==> config.mk <==
export PLATFORM = sky130hd
export DESIGN_NAME = audio_stream_bridge
export DESIGN_NICKNAME = d
export VERILOG_FILES = /design/src/rtl/audio_bridge_pkg.sv /design/src/rtl/sample_fifo.sv /design/src/rtl/audio_stream_bridge.sv
export SDC_FILE = /design/constraint.sdc
export NUM_CORES = 1
export LEC_CHECK = 0
export CAP_MARGIN = 40
export CORE_ASPECT_RATIO = 0.6
export CORE_MARGIN = 2
export CORE_UTILIZATION = 61
export CTS_CLUSTER_DIAMETER = 100
export DETAILED_ROUTE_END_ITERATION = 7
export GPL_TIMING_DRIVEN = 0
export PLACE_DENSITY = 0.85
export REMOVE_ABC_BUFFERS = 1
export SYNTH_ARGS = -nofsm -noshare
export SYNTH_HDL_FRONTEND = slang
export SYNTH_SLANG_ARGS = --single-unit
==> constraint.sdc <==
create_clock -name lmmi_clk_i -period 3.1 [get_ports lmmi_clk_i]
set_input_delay 0.465 -clock lmmi_clk_i [delete_from_list [all_inputs] [get_ports lmmi_clk_i]]
set_output_delay 0.465 -clock lmmi_clk_i [all_outputs]
set_load 0.01 [all_outputs]
==> src/rtl/audio_bridge_pkg.sv <==
// Shared types and helpers for the audio stream bridge: FIFO entry and
// result-slot records sized for the widest legal configuration.
package audio_bridge_pkg;

    localparam int CNT_W    = 8;
    localparam int MAX_W    = 32;
    localparam int MAX_CH_W = 3;

    typedef struct packed {
        logic [MAX_CH_W-1:0] ch;
        logic [MAX_W-1:0]    data;
    } fifo_entry_t;

    typedef struct packed {
        logic [MAX_W-1:0] data;
        logic             valid;
    } slot_t;

    function automatic logic [CNT_W-1:0] sat_inc(input logic [CNT_W-1:0] v);
        return (v == {CNT_W{1'b1}}) ? v : v + CNT_W'(1);
    endfunction

endpackage

==> src/rtl/sample_fifo.sv <==
// Registered synchronous FIFO (no fall-through); a push into a full FIFO is
// dropped unless a pop frees a slot in the same cycle.
module sample_fifo #(
    parameter int DEPTH = 4,
    parameter int WIDTH = 8
) (
    input  logic             clk,
    input  logic             rst_n,
    input  logic             push,
    input  logic [WIDTH-1:0] din,
    input  logic             pop,
    output logic [WIDTH-1:0] dout,
    output logic             full,
    output logic             empty,
    output logic             drop
);
    localparam int AW = $clog2(DEPTH);

    logic [WIDTH-1:0] mem [DEPTH];
    logic [AW-1:0]    wr_ptr;
    logic [AW-1:0]    rd_ptr;
    logic [AW:0]      count;
    logic             do_push;
    logic             do_pop;

    assign empty   = (count == '0);
    assign full    = (count == (AW+1)'(DEPTH));
    assign do_pop  = pop && !empty;
    assign do_push = push && (!full || do_pop);
    assign drop    = push && !do_push;
    // Head reads as zero while empty so downstream sees clean outputs after reset.
    assign dout    = empty ? '0 : mem[rd_ptr];

    always_ff @(posedge clk or negedge rst_n) begin
        if (!rst_n) begin
            wr_ptr <= '0;
            rd_ptr <= '0;
            count  <= '0;
        end else begin
            if (do_push) wr_ptr <= wr_ptr + AW'(1);
            if (do_pop)  rd_ptr <= rd_ptr + AW'(1);
            if (do_push && !do_pop)
                count <= count + (AW+1)'(1);
            else if (!do_push && do_pop)
                count <= count - (AW+1)'(1);
        end
    end

    always_ff @(posedge clk) begin
        if (do_push) mem[wr_ptr] <= din;
    end

endmodule

==> src/rtl/audio_stream_bridge.sv <==
// Bridges I2S RX samples through an external processing engine to I2S TX,
// with per-channel result slots, full-resolution bypass and error counters.
module audio_stream_bridge
    import audio_bridge_pkg::*;
#(
    parameter int DATA_W        = 24,
    parameter int PROC_W        = 16,
    parameter int NUM_CH        = 2,
    parameter int FIFO_DEPTH    = 4,
    parameter int UNDERRUN_HOLD = 1,
    localparam int CH_W         = (NUM_CH > 1) ? $clog2(NUM_CH) : 1
) (
    input  logic              lmmi_clk_i,
    input  logic              reset_n_i,
    input  logic              rx_valid_i,
    input  logic [31:0]       rx_data_i,
    input  logic              tx_req_i,
    output logic [31:0]       tx_data_o,
    input  logic [NUM_CH-1:0] bypass_i,
    output logic              proc_valid_o,
    output logic [CH_W-1:0]   proc_ch_o,
    output logic [PROC_W-1:0] proc_data_o,
    input  logic              proc_ready_i,
    input  logic              res_valid_i,
    input  logic [CH_W-1:0]   res_ch_i,
    input  logic [PROC_W-1:0] res_data_i,
    output logic [CNT_W-1:0]  underrun_cnt_o,
    output logic [CNT_W-1:0]  overrun_cnt_o
);

    function automatic logic [CH_W-1:0] next_ch(input logic [CH_W-1:0] ch);
        return (ch == CH_W'(NUM_CH-1)) ? '0 : ch + CH_W'(1);
    endfunction

    fifo_entry_t       push_entry;
    fifo_entry_t       head_entry;
    logic              fifo_full;
    logic              fifo_empty;
    logic              fifo_drop;
    logic              fifo_pop;
    logic [CH_W-1:0]   rx_ch;
    logic [CH_W-1:0]   tx_ch;
    logic [DATA_W-1:0] raw  [NUM_CH];
    slot_t             slot [NUM_CH];
    logic [31:0]       last [NUM_CH];
    logic [31:0]       tx_next;
    logic              tx_good;
    logic              tx_underrun;
    logic              res_wr;
    logic              slot_ovr;

    // Bits beyond the configured widths carry no information.
    logic [$bits(fifo_entry_t)-1:0] head_unused;
    logic [31:0]                    rx_unused;
    assign head_unused = head_entry;
    assign rx_unused   = rx_data_i;

    always_comb begin
        push_entry      = '0;
        push_entry.ch   = MAX_CH_W'(rx_ch);
        push_entry.data = MAX_W'(rx_data_i[DATA_W-1 -: PROC_W]);
    end

    sample_fifo #(
        .DEPTH (FIFO_DEPTH),
        .WIDTH ($bits(fifo_entry_t))
    ) u_rx_fifo (
        .clk   (lmmi_clk_i),
        .rst_n (reset_n_i),
        .push  (rx_valid_i),
        .din   (push_entry),
        .pop   (fifo_pop),
        .dout  (head_entry),
        .full  (fifo_full),
        .empty (fifo_empty),
        .drop  (fifo_drop)
    );

    assign proc_valid_o = !fifo_empty;
    assign fifo_pop     = proc_valid_o && proc_ready_i;
    assign proc_ch_o    = head_entry.ch[CH_W-1:0];
    assign proc_data_o  = head_entry.data[PROC_W-1:0];

    // A result landing on a slot the TX side is consuming this cycle is not an overrun.
    assign res_wr   = res_valid_i && (int'(res_ch_i) < NUM_CH);
    assign slot_ovr = res_wr && slot[res_ch_i].valid && !(tx_req_i && tx_ch == res_ch_i);

    always_comb begin
        tx_next     = '0;
        tx_good     = 1'b0;
        tx_underrun = 1'b0;
        if (bypass_i[tx_ch]) begin
            tx_next = 32'(raw[tx_ch]);
        end else if (slot[tx_ch].valid) begin
            tx_next = slot[tx_ch].data << (DATA_W - PROC_W);
            tx_good = 1'b1;
        end else begin
            tx_underrun = 1'b1;
            tx_next     = (UNDERRUN_HOLD != 0) ? last[tx_ch] : '0;
        end
    end

    always_ff @(posedge lmmi_clk_i or negedge reset_n_i) begin
        if (!reset_n_i) begin
            rx_ch          <= '0;
            tx_ch          <= '0;
            tx_data_o      <= '0;
            underrun_cnt_o <= '0;
            overrun_cnt_o  <= '0;
            for (int i = 0; i < NUM_CH; i++) begin
                raw[i]  <= '0;
                slot[i] <= '0;
                last[i] <= '0;
            end
        end else begin
            if (rx_valid_i) begin
                raw[rx_ch] <= rx_data_i[DATA_W-1:0];
                rx_ch      <= next_ch(rx_ch);
            end
            if (tx_req_i) begin
                tx_data_o <= tx_next;
                tx_ch     <= next_ch(tx_ch);
                if (tx_good) last[tx_ch] <= tx_next;
            end
            // A new result wins over the TX clear, so it survives to the next frame.
            for (int i = 0; i < NUM_CH; i++) begin
                if (res_wr && res_ch_i == CH_W'(i))
                    slot[i] <= '{data: MAX_W'(res_data_i), valid: 1'b1};
                else if (tx_req_i && tx_ch == CH_W'(i))
                    slot[i].valid <= 1'b0;
            end
            if (tx_req_i && tx_underrun)
                underrun_cnt_o <= sat_inc(underrun_cnt_o);
            if (fifo_drop || slot_ovr)
                overrun_cnt_o <= sat_inc(overrun_cnt_o);
        end
    end

endmodule

==> out/qor.txt, run 1 <==
Vias in the first global route: 7336
Required time of the critical path: 2.63 ns
Initial antenna violation count: 1
Cell area power density: 941 nW/um^2
CP Capture Type: output pin
CTS Root Cell: clkbuf_16
Fmax: 339 MHz
Total gr overflow: 0
GP Congestion: 0.788
Measured slew at the worst slew-check pin: 0.939 ns
CP startpoint kind: flip-flop
Mapped Area: 11300 sq um
Post-synthesis cell type with the largest combined area: dfrtp_1
Initial core utilization: 62.3%
Leakage: 5.66 nW
Outcome: completed
Endpoints failing hold: 0
Final hold slack: 0.402 ns
Minimum clock period: 2.95 ns
First-pass iteration count of the detailed router: 5
Tot Pwr: 12.9 mW
Global-route wire length before repair: 38.6 mm
CP max stage cell: dfrtp_1
VDD IR max: 559 uV
Buffers on Ports: 114
CTS tree: yes
Post-Synthesis Cells: 841
Crit path kind: flip-flop to output pin
Core area: 18100 sq um
Final setup fails: 0
Yosys reg bits: 271
Worst path cell trace: mux4_2 -> and2_1 -> clkdlybuf4s50_1
CP peak stage delay: 0.89 ns
RSZ-0062 raised after global routing: false
H-tree lvl count: 1
Warnings, synthesis: 0
WP data arrival: 2.49 ns
Routed vias/inst: 5.90
Die height: 109 um
Clock latency on the worst-skew pair: 0.52 ns
Die width: 180 um
Top Ports: 123
Yosys top cell area share: 45.0%
CP top delay family: flip-flops
DR DRC count: 0
Max Cap Violations: 0
CTS max path bufs: 3
Cts bufs inserted: 24
Routed Antenna Nets: 0
WL per Instance: 19.9 um
Post-CTS Setup Inserts: 0
Top_reg_cell synth: dfrtp_1
HP Class: input pin to flip-flop
Via count: 7093
FP Rows: 38
Largest net degree at the start of global routing: 114
Top area cells in the synthesized netlist: dfrtp_1 45%, edfxtp_1 18%, mux2_2 9.2%
Relative slew slack: 37.4%
Netlist cell types: 46
Syn_area_per_cell: 13.4 sq um
Worst clock skew: 0.0125 ns
Synth-to-layout area growth: 21.0%
Global-route usage over all layers: 24.9%
Fin crit share: 95.3%
Final Max Tran Viols: 0
Async SR Flop Fraction: 74.9%
Hpwl dp: 14.9 mm
Crit-path max FO: 18
Net count, final: 1008
Share of cells above drive strength 1: 18.9%
Die ar.: 19700 sq um
Crit path buf inv count: 1
Post-synth EDFFs: 68
Clk slew on worst S/H paths: 0.07 ns
Total Wirelength: 23.9 mm
Sequential fraction of the synthesis area: 63.1%
# clock sinks: 271
1st-iter DRT viols: 484
## power by group
part / total [mW] / leakage [nW] / internal (mW) / switching, mW
sequential: 5.53 / 3.12 / 4.72 / 0.803
clock: 3.09 / 0.407 / 1.78 / 1.31
combinational: 4.25 / 2.14 / 2.27 / 1.98
total: 12.9 / 5.66 / 8.78 / 4.09
## cell usage after synthesis, drive strengths merged, types with 3 or more instances
cell type / count
a21oi: 44
buf: 33
o2bb2ai: 8
dfrtp: 203
and3: 4
nor2: 76
o22ai: 16
inv: 5
mux4: 17
and2: 37
nand3: 5
clkbuf: 21
nand4: 5
ha: 7
mux2: 92
nor2b: 19
nor3: 3
a31oi: 3
a311oi: 24
xor2: 9
mux2i: 40
edfxtp: 68
nand2: 63
o21ai: 17
xnor2: 10
## layer usage
layer	track usage (%)	routed length [um]	vias to the layer above
li1	-	-	3216
met1	36.1	11200	3635
met2	40.0	11000	212
met3	4.90	1340	30
met4	5.40	323	0
met5	0	0	-
## registers in the layout, indices dropped and copies added, names as in the netlist
register / flops
last: 64
overrun_cnt_o: 8
raw: 48
rx_ch: 1
slot: 34
tx_ch: 1
tx_data_o: 32
u_rx_fifo.count: 3
u_rx_fifo.mem: 68
u_rx_fifo.rd_ptr: 2
u_rx_fifo.wr_ptr: 2
underrun_cnt_o: 8
## timing repair
item                                    4_1_cts  5_1_grt
gates resized for setup                       0        1
hold endpoints to repair                     56        0
hold buffers                                  1        0
endpoints found under the setup margin        0        4
## worst paths after layout
kind	start	slack, ns	cells after the start	end
worst max-delay path	u_rx_fifo.rd_ptr[1]	0.15	3	proc_data_o[10]
worst min-delay path	tx_req_i	0.40	2	tx_data_o[13]
worst max register to register	tx_ch	0.28	6	last[48]
worst min register to register	last[22]	0.48	2	last[22]
max in group asynchronous	reset_n_i	1.56	3	tx_ch
min in group asynchronous	reset_n_i	0.56	2	tx_data_o[26]
## kinds of logic (layout without fill, tap and decap cells)
| logic type | Yosys count | count (layout) | synth area share (%) |
|---|---|---|---|
| xor+xnor | 19 | 19 | 1.47 |
| compound gates | 116 | 116 | 6.81 |
| other cells | 0 | 1 | 0 |
| flops | 271 | 271 | 63.1 |
| fa+ha+maj | 8 | 8 | 0.953 |
| mux | 149 | 149 | 16.1 |
| simple gates | 218 | 218 | 9.03 |
| buf+inv | 60 | 180 | 2.57 |
## cell type report
type / count / area (sq um)
inverters: 6 / 22.5
fillers: 1125 / 4440
repair buffers: 130 / 1490
flip-flops and latches: 271 / 7130
well taps: 240 / 300
clock buffers: 37 / 758
multi-input cells: 510 / 3900
diodes: 1 / 2.50
clock inverters: 7 / 71.3
## layout by cell type, fill, tap and decap left out, types with 5 or more instances in the layout
| master | n |
|---|---|
| a21oi_1 | 43 |
| a311oi_1 | 22 |
| and2_1 | 37 |
| buf_16 | 8 |
| buf_8 | 5 |
| clkbuf_16 | 27 |
| clkdlybuf4s50_1 | 112 |
| dfrtp_1 | 201 |
| edfxtp_1 | 68 |
| ha_1 | 7 |
| mux2_2 | 92 |
| mux2i_1 | 40 |
| mux4_2 | 17 |
| nand2_1 | 63 |
| nand3_1 | 5 |
| nand4_1 | 5 |
| nor2_1 | 74 |
| nor2b_1 | 17 |
| o21ai_1 | 12 |
| o22ai_1 | 16 |
| o2bb2ai_1 | 8 |
| xnor2_1 | 10 |
| xor2_1 | 9 |
## per-stage QoR
step | setup TNS [ns] | cells | util, % | worst slack, ns | instance area, sq um
final | 0 | 1202 | 75.5 | 0.147 | 13700
after global routing | 0 | 1201 | 75.5 | 0.0671 | 13700
after CTS | 0 | 1200 | 75.4 | 0.0512 | 13700
after detailed placement | -0.126 | 1155 | 70.7 | -0.0589 | 12800
after global placement | -1705.33 | 1141 | 68.8 | -6.86 | 12500
after floorplan | -113.64 | 787 | - | -1.29 | 11000
No activity file was read; power rests on OpenSTA's default activity.
==> run 2, diff against run 1 <==
--- a/config.mk
+++ b/config.mk
@@ -6,7 +6,7 @@
 export NUM_CORES = 1
 export LEC_CHECK = 0
 export CAP_MARGIN = 40
-export CORE_ASPECT_RATIO = 0.6
+export CORE_ASPECT_RATIO = 2
 export CORE_MARGIN = 2
 export CORE_UTILIZATION = 61
 export CTS_CLUSTER_DIAMETER = 100
@@ -14,6 +14,7 @@
 export GPL_TIMING_DRIVEN = 0
 export PLACE_DENSITY = 0.85
 export REMOVE_ABC_BUFFERS = 1
+export SKIP_LAST_GASP = 1
 export SYNTH_ARGS = -nofsm -noshare
 export SYNTH_HDL_FRONTEND = slang
 export SYNTH_SLANG_ARGS = --single-unit
==> out/qor.txt, run 2 (synthesized netlist as in run 1, its figures left out) <==
Outcome: completed
Reg2Reg Launch Point: u_rx_fifo.count[1]
Reg2reg setup slack: 0.63 ns (+0.35 ns)
Initial antenna violation count: 0 (-1)
Tot Pwr: 12.4 mW (-3.3%)
# clock sinks: 271 (unchanged)
Minimum clock period: 2.91 ns (-0.0483 ns)
Biggest registers after layout: u_rx_fifo.mem: 68 flops, last: 64 flops, raw: 48 flops
Total Wirelength: 23.7 mm (-0.59%)
Global-route usage over all layers: 24.7% (-0.15 points)
WL per Instance: 20.2 um (+1.8%)
Final hold slack: 0.359 ns (-0.0435 ns)
Die width: 100 um (-44%)
First-pass iteration count of the detailed router: 4 (-1)
H-tree lvl count: 1 (unchanged)
Reg2Reg Depth: 8 (+2)
Net count, final: 1007 (-0.099%)
Commonest non-fill, non-tap cell in the layout: dfrtp_1
Cts bufs inserted: 22 (-8.3%)
Die ar.: 19700 sq um (+0.15%)
Via count: 7079 (-0.20%)
VDD IR max: 712 uV (+27%)
CTS Root Cell: clkbuf_16
CP Capture Type: output pin
Worst path cell trace: mux4_2 -> and2_1 -> clkdlybuf4s50_1
Global-route wire length before repair: 38.3 mm (-0.95%)
Crit path kind: flip-flop to output pin
Endpoints failing hold: 0 (unchanged)
Measured slew at the worst slew-check pin: 0.905 ns (-0.0339 ns)
Final Max Tran Viols: 0 (unchanged)
Met1 WL: 9.19 mm (-18%)
Worst clock skew: 0.00879 ns (-0.00367 ns)
CP startpoint kind: flip-flop
CP peak stage delay: 0.86 ns (-0.03 ns)
GP Congestion: 0.759 (-3.7%)
Synth-to-layout area growth: 19.3%
CP endpoint: proc_data_o[12]
WP depth: 3 (unchanged)
Share of cells above drive strength 1: 17.8% (-1.1 points)
Commonest non-fill, non-tap cells in the layout: 201 x dfrtp_1, 112 x clkdlybuf4s50_1, 92 x mux2_2
Crit path buf inv count: 1 (unchanged)
Total gr overflow: 0 (unchanged)
Met3 wire len: 876 um (-35%)
Relative slew slack: 39.7% (+2.3 points)
Worst Setup SP: u_rx_fifo.rd_ptr[1]
CTS tree: yes
TNS Setup: 0 ns (unchanged)
Fmax: 344 MHz (+1.7%)
1st-iter DRT viols: 366 (-24%)
Die height: 196 um (+80%)
Uppermost routed layer: met4
Buffers on Ports: 114 (unchanged)
DR DRC count: 0 (unchanged)
CTS max path bufs: 3 (unchanged)
Fin crit share: 93.7% (-1.6 points)
Clk slew on worst S/H paths: 0.07 ns (about the same)
Leakage: 5.59 nW (-1.3%)
DR WL met2: 12.7 mm (+15%)
Cell area power density: 923 nW/um^2 (-1.9%)
CP max stage cell: dfrtp_1
Initial core utilization: 62.0% (-0.35 points)
Fin util: 74.0% (-1.5 points)
Hpwl dp: 15.1 mm (+1.3%)
Final setup fails: 0 (unchanged)
Critical R2R Capture: u_rx_fifo.count[2]
Core area: 18200 sq um (+0.57%)
Top Ports: 123 (unchanged)
N_diodes: 0 (-1)
Routed Antenna Nets: 0 (unchanged)
Area post-placement: 12800 sq um (-0.12%)
Max reg flops: 68 (unchanged)
Routed vias/inst: 6.03 (+2.2%)
Required time of the critical path: 2.63 ns (about the same)
RSZ-0062 raised after global routing: false
Clock latency on the worst-skew pair: 0.51 ns (about the same)
Design area: 13500 sq um (-1.4%)
FP Rows: 70 (+84%)
Hold Path Stages: 2 (unchanged)
HP Class: input pin to flip-flop
Largest Register: u_rx_fifo.mem
Max Cap Violations: 0 (unchanged)
Crit-path max FO: 18 (unchanged)
WP data arrival: 2.44 ns (-0.05 ns)
Largest net degree at the start of global routing: 112 (-1.8%)
Vias in the first global route: 7444 (+1.5%)
CP top delay family: flip-flops
[run 2: cell count changes in the layout (fill, tap and decap cells not counted), moves of 2 or more]
| cell | delta |
|---|---|
| clkinv_1 | +6 |
| clkbuf_16 | -4 |
| buf_8 | +2 |
| buf_16 | -2 |
| clkinvlp_4 | -2 |
| clkbuf_1 | +2 |
| clkbuf_8 | -4 |
[run 2: through the flow]
step	setup slack (ns)	std cells
after CTS	0.0178	1174
final	0.195	1174
after detailed placement	-0.0976	1133
after global routing	0.0991	1174
after floorplan	-1.29	787
after global placement	-6.61	1117
[run 2: metal layers]
layer	global-route usage, %	vias to the layer above
li1	-	3200
met1	30.2	3633
met2	43.6	183
met3	2.94	63
met4	11.2	0
met5	0	-
[run 2: worst min path at each step]
stage                         start            end  slack (ns)
final                      tx_req_i   tx_data_o[0]        0.36
after global routing       tx_req_i   tx_data_o[0]        0.37
after CTS                  tx_req_i  tx_data_o[18]        0.35
after detailed placement   last[25]       last[25]        0.47
after global placement     last[23]       last[23]        0.46
after floorplan           reset_n_i        last[0]        0.17
[run 2: power breakdown]
group          switching [mW]  internal [mW]
clock network            1.22           1.44
registers               0.774           4.72
logic                    2.00           2.29
total                    3.99           8.45
[run 2: timing repair]
item,CTS,global route
gates resized for setup,0,1
buffers inserted,0,0
hold endpoints to repair,8,0
hold buffers,1,0
setup endpoints to repair,0,12
[run 2: layout make-up]
type,count,area (sq um)
flip-flops and latches,271,7130
fillers,1178,4740
multi-input cells,510,3900
repair buffers,131,1490
clock buffers,29,598
well taps,216,270
clock inverters,11,72.6
inverters,6,22.5
==> run 3, diff against run 2 <==
--- a/config.mk
+++ b/config.mk
@@ -5,6 +5,7 @@
 export SDC_FILE = /design/constraint.sdc
 export NUM_CORES = 1
 export LEC_CHECK = 0
+export ABC_CLOCK_PERIOD_IN_PS = 3800
 export CAP_MARGIN = 40
 export CORE_ASPECT_RATIO = 2
 export CORE_MARGIN = 2
==> constraint.sdc (replaced) <==
create_clock -name lmmi_clk_i -period 3.8 [get_ports lmmi_clk_i]
set_input_delay 0.57 -clock lmmi_clk_i [delete_from_list [all_inputs] [get_ports lmmi_clk_i]]
set_output_delay 0.57 -clock lmmi_clk_i [all_outputs]
set_load 0.01 [all_outputs]
==> out/qor.txt, run 3 (synthesized netlist as in run 1, its figures left out) <==
Outcome: completed
Net count, final: 1006 (-0.099%)
WP depth: 4 (+1)
Global-route usage over all layers: 24.7% (about the same)
Routed vias/inst: 6.01 (-0.27%)
TNS Setup: 0 ns (unchanged)
CP top delay family: flip-flops
Vias in the first global route: 7429 (-0.20%)
HP Class: input pin to asynchronous set/reset pin
Max Cap Violations: 0 (unchanged)
Biggest registers after layout: u_rx_fifo.mem: 68 flops, last: 64 flops, raw: 48 flops
WL per Instance: 20.2 um (about the same)
Fin util: 73.9% (about the same)
Clk slew on worst S/H paths: 0.07 ns (about the same)
Top Ports: 123 (unchanged)
Crit path kind: flip-flop to output pin
Post-CTS Setup Inserts: 0 (unchanged)
Via count: 7054 (-0.35%)
Fin crit share: 82.7%
Global-route wire length before repair: 38.2 mm (about the same)
Hpwl dp: 15.1 mm (unchanged)
Tot Pwr: 10.2 mW (-18%)
RSZ-0062 raised after global routing: false
Initial core utilization: 62.0% (unchanged)
Non-filler cells, final: 1173 (-0.085%)
CTS tree: yes
Fmax: 318 MHz
Die height: 196 um (unchanged)
WP data arrival: 2.57 ns (+0.13 ns)
1st-iter DRT viols: 396 (+8.2%)
Buffers on Ports: 114 (unchanged)
Area post-placement: 12800 sq um (unchanged)
Total gr overflow: 0 (unchanged)
Required time of the critical path: 3.23 ns (+0.60 ns)
Design area: 13500 sq um (about the same)
Crit-path max FO: 12 (-6)
Fin worst setup slack: 0.656 ns (+0.461 ns)
Reg2reg setup slack: 1.34 ns (+0.71 ns)
VDD IR max: 583 uV (-18%)
CP max stage cell: dfrtp_1
Share of cells above drive strength 1: 17.8% (-0.086 points)
Leakage: 5.58 nW (about the same)
Final hold slack: 0.0634 ns (-0.295 ns)
Die width: 100 um (unchanged)
Largest net degree at the start of global routing: 112 (unchanged)
# clock sinks: 271 (unchanged)
Final-layout fill cell count: 1180 (+0.17%)
Cts bufs inserted: 22 (unchanged)
H-tree lvl count: 1 (unchanged)
Total Wirelength: 23.7 mm (-0.11%)
Worst path cell trace: buf_16 -> mux4_2 -> and2_1 -> clkdlybuf4s50_1
CP peak stage delay: 0.69 ns (-0.17 ns)
Clock latency on the worst-skew pair: 0.51 ns (about the same)
Commonest non-fill, non-tap cell in the layout: dfrtp_1
First-pass iteration count of the detailed router: 5 (+1)
Commonest non-fill, non-tap cells in the layout: 202 x dfrtp_1, 112 x clkdlybuf4s50_1, 92 x mux2_2
CP Capture Type: output pin
Relative slew slack: 40.3% (+0.61 points)
Cell area power density: 754 nW/um^2 (-18%)
N_diodes: 0 (unchanged)
Largest Register: u_rx_fifo.mem
Reg2Reg Depth: 8 (unchanged)
Synth-to-layout area growth: 19.2% (about the same)
Measured slew at the worst slew-check pin: 0.896 ns (-0.00910 ns)
Routed Antenna Nets: 0 (unchanged)
Hold-fix buffers, CTS: 0 (-1)
Minimum clock period: 3.14 ns
Die ar.: 19700 sq um (unchanged)
Core area: 18200 sq um (unchanged)
Endpoints failing hold: 0 (unchanged)
CTS max path bufs: 3 (unchanged)
DR DRC count: 0 (unchanged)
Final Max Tran Viols: 0 (unchanged)
Worst clock skew: 0.00933 ns (+0.000547 ns)
FP Rows: 70 (unchanged)
GP Congestion: 0.759 (unchanged)
Final setup fails: 0 (unchanged)
Crit path buf inv count: 2 (+1)
Pre-CTS setup slack: 0.497 ns (+0.595 ns)
Post-cts sizing count: 0 (unchanged)
CTS Root Cell: clkbuf_16
Max reg flops: 68 (unchanged)
Placed Cells: 1133 (unchanged)
CP startpoint kind: flip-flop
Initial antenna violation count: 0 (unchanged)
run 3: area by class of cell:
cell class,instances,area [sq um],area share (%)
multi-input combinational,510,3900,29.0
clock buffer,29,598,4.44
clock inverter,11,72.6,0.539
inverter,6,22.5,0.167
tap,216,270,2.01
sequential,271,7130,52.9
timing repair buffer,130,1480,11.0
run 3: layer usage:
metal / global-route usage, % / vias up / part of all wire [%]
li1: - / 3200 / -
met1: 30.2 / 3611 / 39
met2: 43.5 / 189 / 54
met3: 2.94 / 54 / 3.8
met4: 11.2 / 0 / 3.7
met5: 0 / - / 0
run 3: power breakdown:
part	total [mW]	leakage [nW]	switching, mW	internal [mW]
clock	2.18	0.330	1.00	1.18
combinational	3.50	2.13	1.63	1.86
sequential	4.48	3.12	0.632	3.85
total	10.2	5.58	3.26	6.89
run 3: path summary, 6_finish.rpt:
path,start,end
setup / recovery,u_rx_fifo.rd_ptr[0],proc_data_o[4]
hold / removal,reset_n_i,tx_data_o[4]
setup reg to reg,u_rx_fifo.count[1],u_rx_fifo.count[2]
hold reg to reg,last[1],last[1]
max in group asynchronous,reset_n_i,tx_ch
min in group lmmi_clk_i,tx_req_i,tx_data_o[0]
==> edit, RTL diff (settings of run 2) <==
`UNDERRUN_HOLD`: 1 -> 0.
--- a/src/rtl/audio_stream_bridge.sv
+++ b/src/rtl/audio_stream_bridge.sv
@@ -7,7 +7,7 @@
     parameter int PROC_W        = 16,
     parameter int NUM_CH        = 2,
     parameter int FIFO_DEPTH    = 4,
-    parameter int UNDERRUN_HOLD = 1,
+    parameter int UNDERRUN_HOLD = 0,
     localparam int CH_W         = (NUM_CH > 1) ? $clog2(NUM_CH) : 1
 ) (
     input  logic              lmmi_clk_i,
Check against the original RTL: not equivalent (a bounded check fails within 10 cycles, from zero or initial values and one cycle with reset_n_i low).
==> edit against run 2 <==
Combinational power down 22%. Power shrank 22%. Wire length fell by 28%. Largest power group unchanged. Worst setup slack worse by 50 ps. Synthesized area down 26%. Count of clock-buffer cells in the layout decreased by 12. Design area is 24% lower. Critical path type unchanged. Final cell count decreased by 30%. Sequential cell count is 72 lower. Critical path depth up 1.
==> edit: results (changes against run 2) <==
- Fill cells: 768 (-35%)
- Post-Route WL: 17100 um (-28%)
- Hpwl dp: 11700 um (-23%)
- Share of synthesized registers carrying an async set or reset: 65.8% (-9.1 points)
- M2 GR Usage: 44.6% (+0.95 points)
- DR vias: 4903 (-31%)
- Hold Crit Class: input port to asynchronous set/reset pin
- DR WL met2: 9810 um (-23%)
- Pre-CTS WS: 215 ps (+313 ps)
- Placed insts: 782 (-31%)
- Power Dens Cells: 946 nW/um2 (+2.4%)
- Peak VDD IR: 0.000606 V (-15%)
- Sequential-to-total area share from yosys stat: 63.5% (+0.45 points)
- Post-DP Area: 9670 um2 (-24%)
- H-tree levels: 4 (+3)
- Largest net degree at the start of global routing: 98 (-13%)
- Skew-Pair Late Insertion Delay: 430 ps (-80 ps)
- CP peak stage delay: 640 ps (-220 ps)
- WP data arrival: 2490 ps (+50 ps)
- Worst clock skew: 14.0 ps (+5.21 ps)
- Hold_ws: 487 ps (+128 ps)
- Met3 WL: 638 um (-27%)
- Detailed Route Iter0 Violations: 303 (-17%)
- Synth cell count leaders: dfrtp_1 (131), mux2_2 (83), edfxtp_1 (68), mux2i_1 (40), and2_1 (22)
- P_clk: 2.16 mW (-19%)
- Synth area leaders: dfrtp_1 (39%), edfxtp_1 (24%), mux2_2 (11%)
- GRT met1 Usage: 27.1% (-3.0 points)
- Share of cells above drive strength 1: 22.9% (+5.0 points)
- Post-synthesis cell type count: 37 (-20%)
- First-pass GRT wire length: 27300 um (-29%)
- Non-filler cells, final: 816 (-30%)
- Worst-Margin Slew: 864 ps (-40.4 ps)
- Sw frac: 31.9% (-0.20 points)
- Inserted Clock Buffers: 17 (-23%)
- PortBufs: 106 (-7.0%)
- Combinational power share: 34.2% (-0.2 points)
- Met1 wire length: 6140 um (-33%)
- Top flop regs: u_rx_fifo.mem x68, raw x48, slot x34
- Area occupied by multi-input gates: 2850 um2 (-27%)
- Total GRT Usage: 24.5% (-0.24 points)
- Avg Inst Size Synth: 15.6 um2 (+16%)
- GP Congestion: 0.759 (about the same)
- Outcome: finished clean
- Static Leak: 4.14 nW (-26%)
edit: worst max path at each step:
stage                             start                 end  slack [ps]  cells after the start
global placement              reset_n_i             raw[15]       -3180                      1
CTS                 u_rx_fifo.rd_ptr[0]     proc_data_o[15]         100                      4
finish              u_rx_fifo.rd_ptr[0]     proc_data_o[15]         140                      4
detailed placement           rx_valid_i  u_rx_fifo.count[2]         220                      8
global route        u_rx_fifo.rd_ptr[0]     proc_data_o[15]          30                      4
floorplan                         tx_ch    overrun_cnt_o[1]         270                      5
edit: cells by family after synthesis:
family	synth area share, %
AO/OA/AOI/OAI	3.27
XOR/XNOR	1.78
adder cells (fa/ha/maj)	1.28
buffers and inverters	2.82
flip-flops	63.5
multiplexers	21.2
other	0.0448
AND/OR/NAND/NOR	6.12
edit: cell type report:
type | count | area share [%]
sequential | 199 | 51.8
clock buffer | 17 | 4.14
inverter | 13 | 0.475
tap | 155 | 1.89
multi-input combinational | 299 | 27.8
antenna | 1 | 0.0244
clock inverter | 15 | 1.61
timing repair buffer | 117 | 12.3
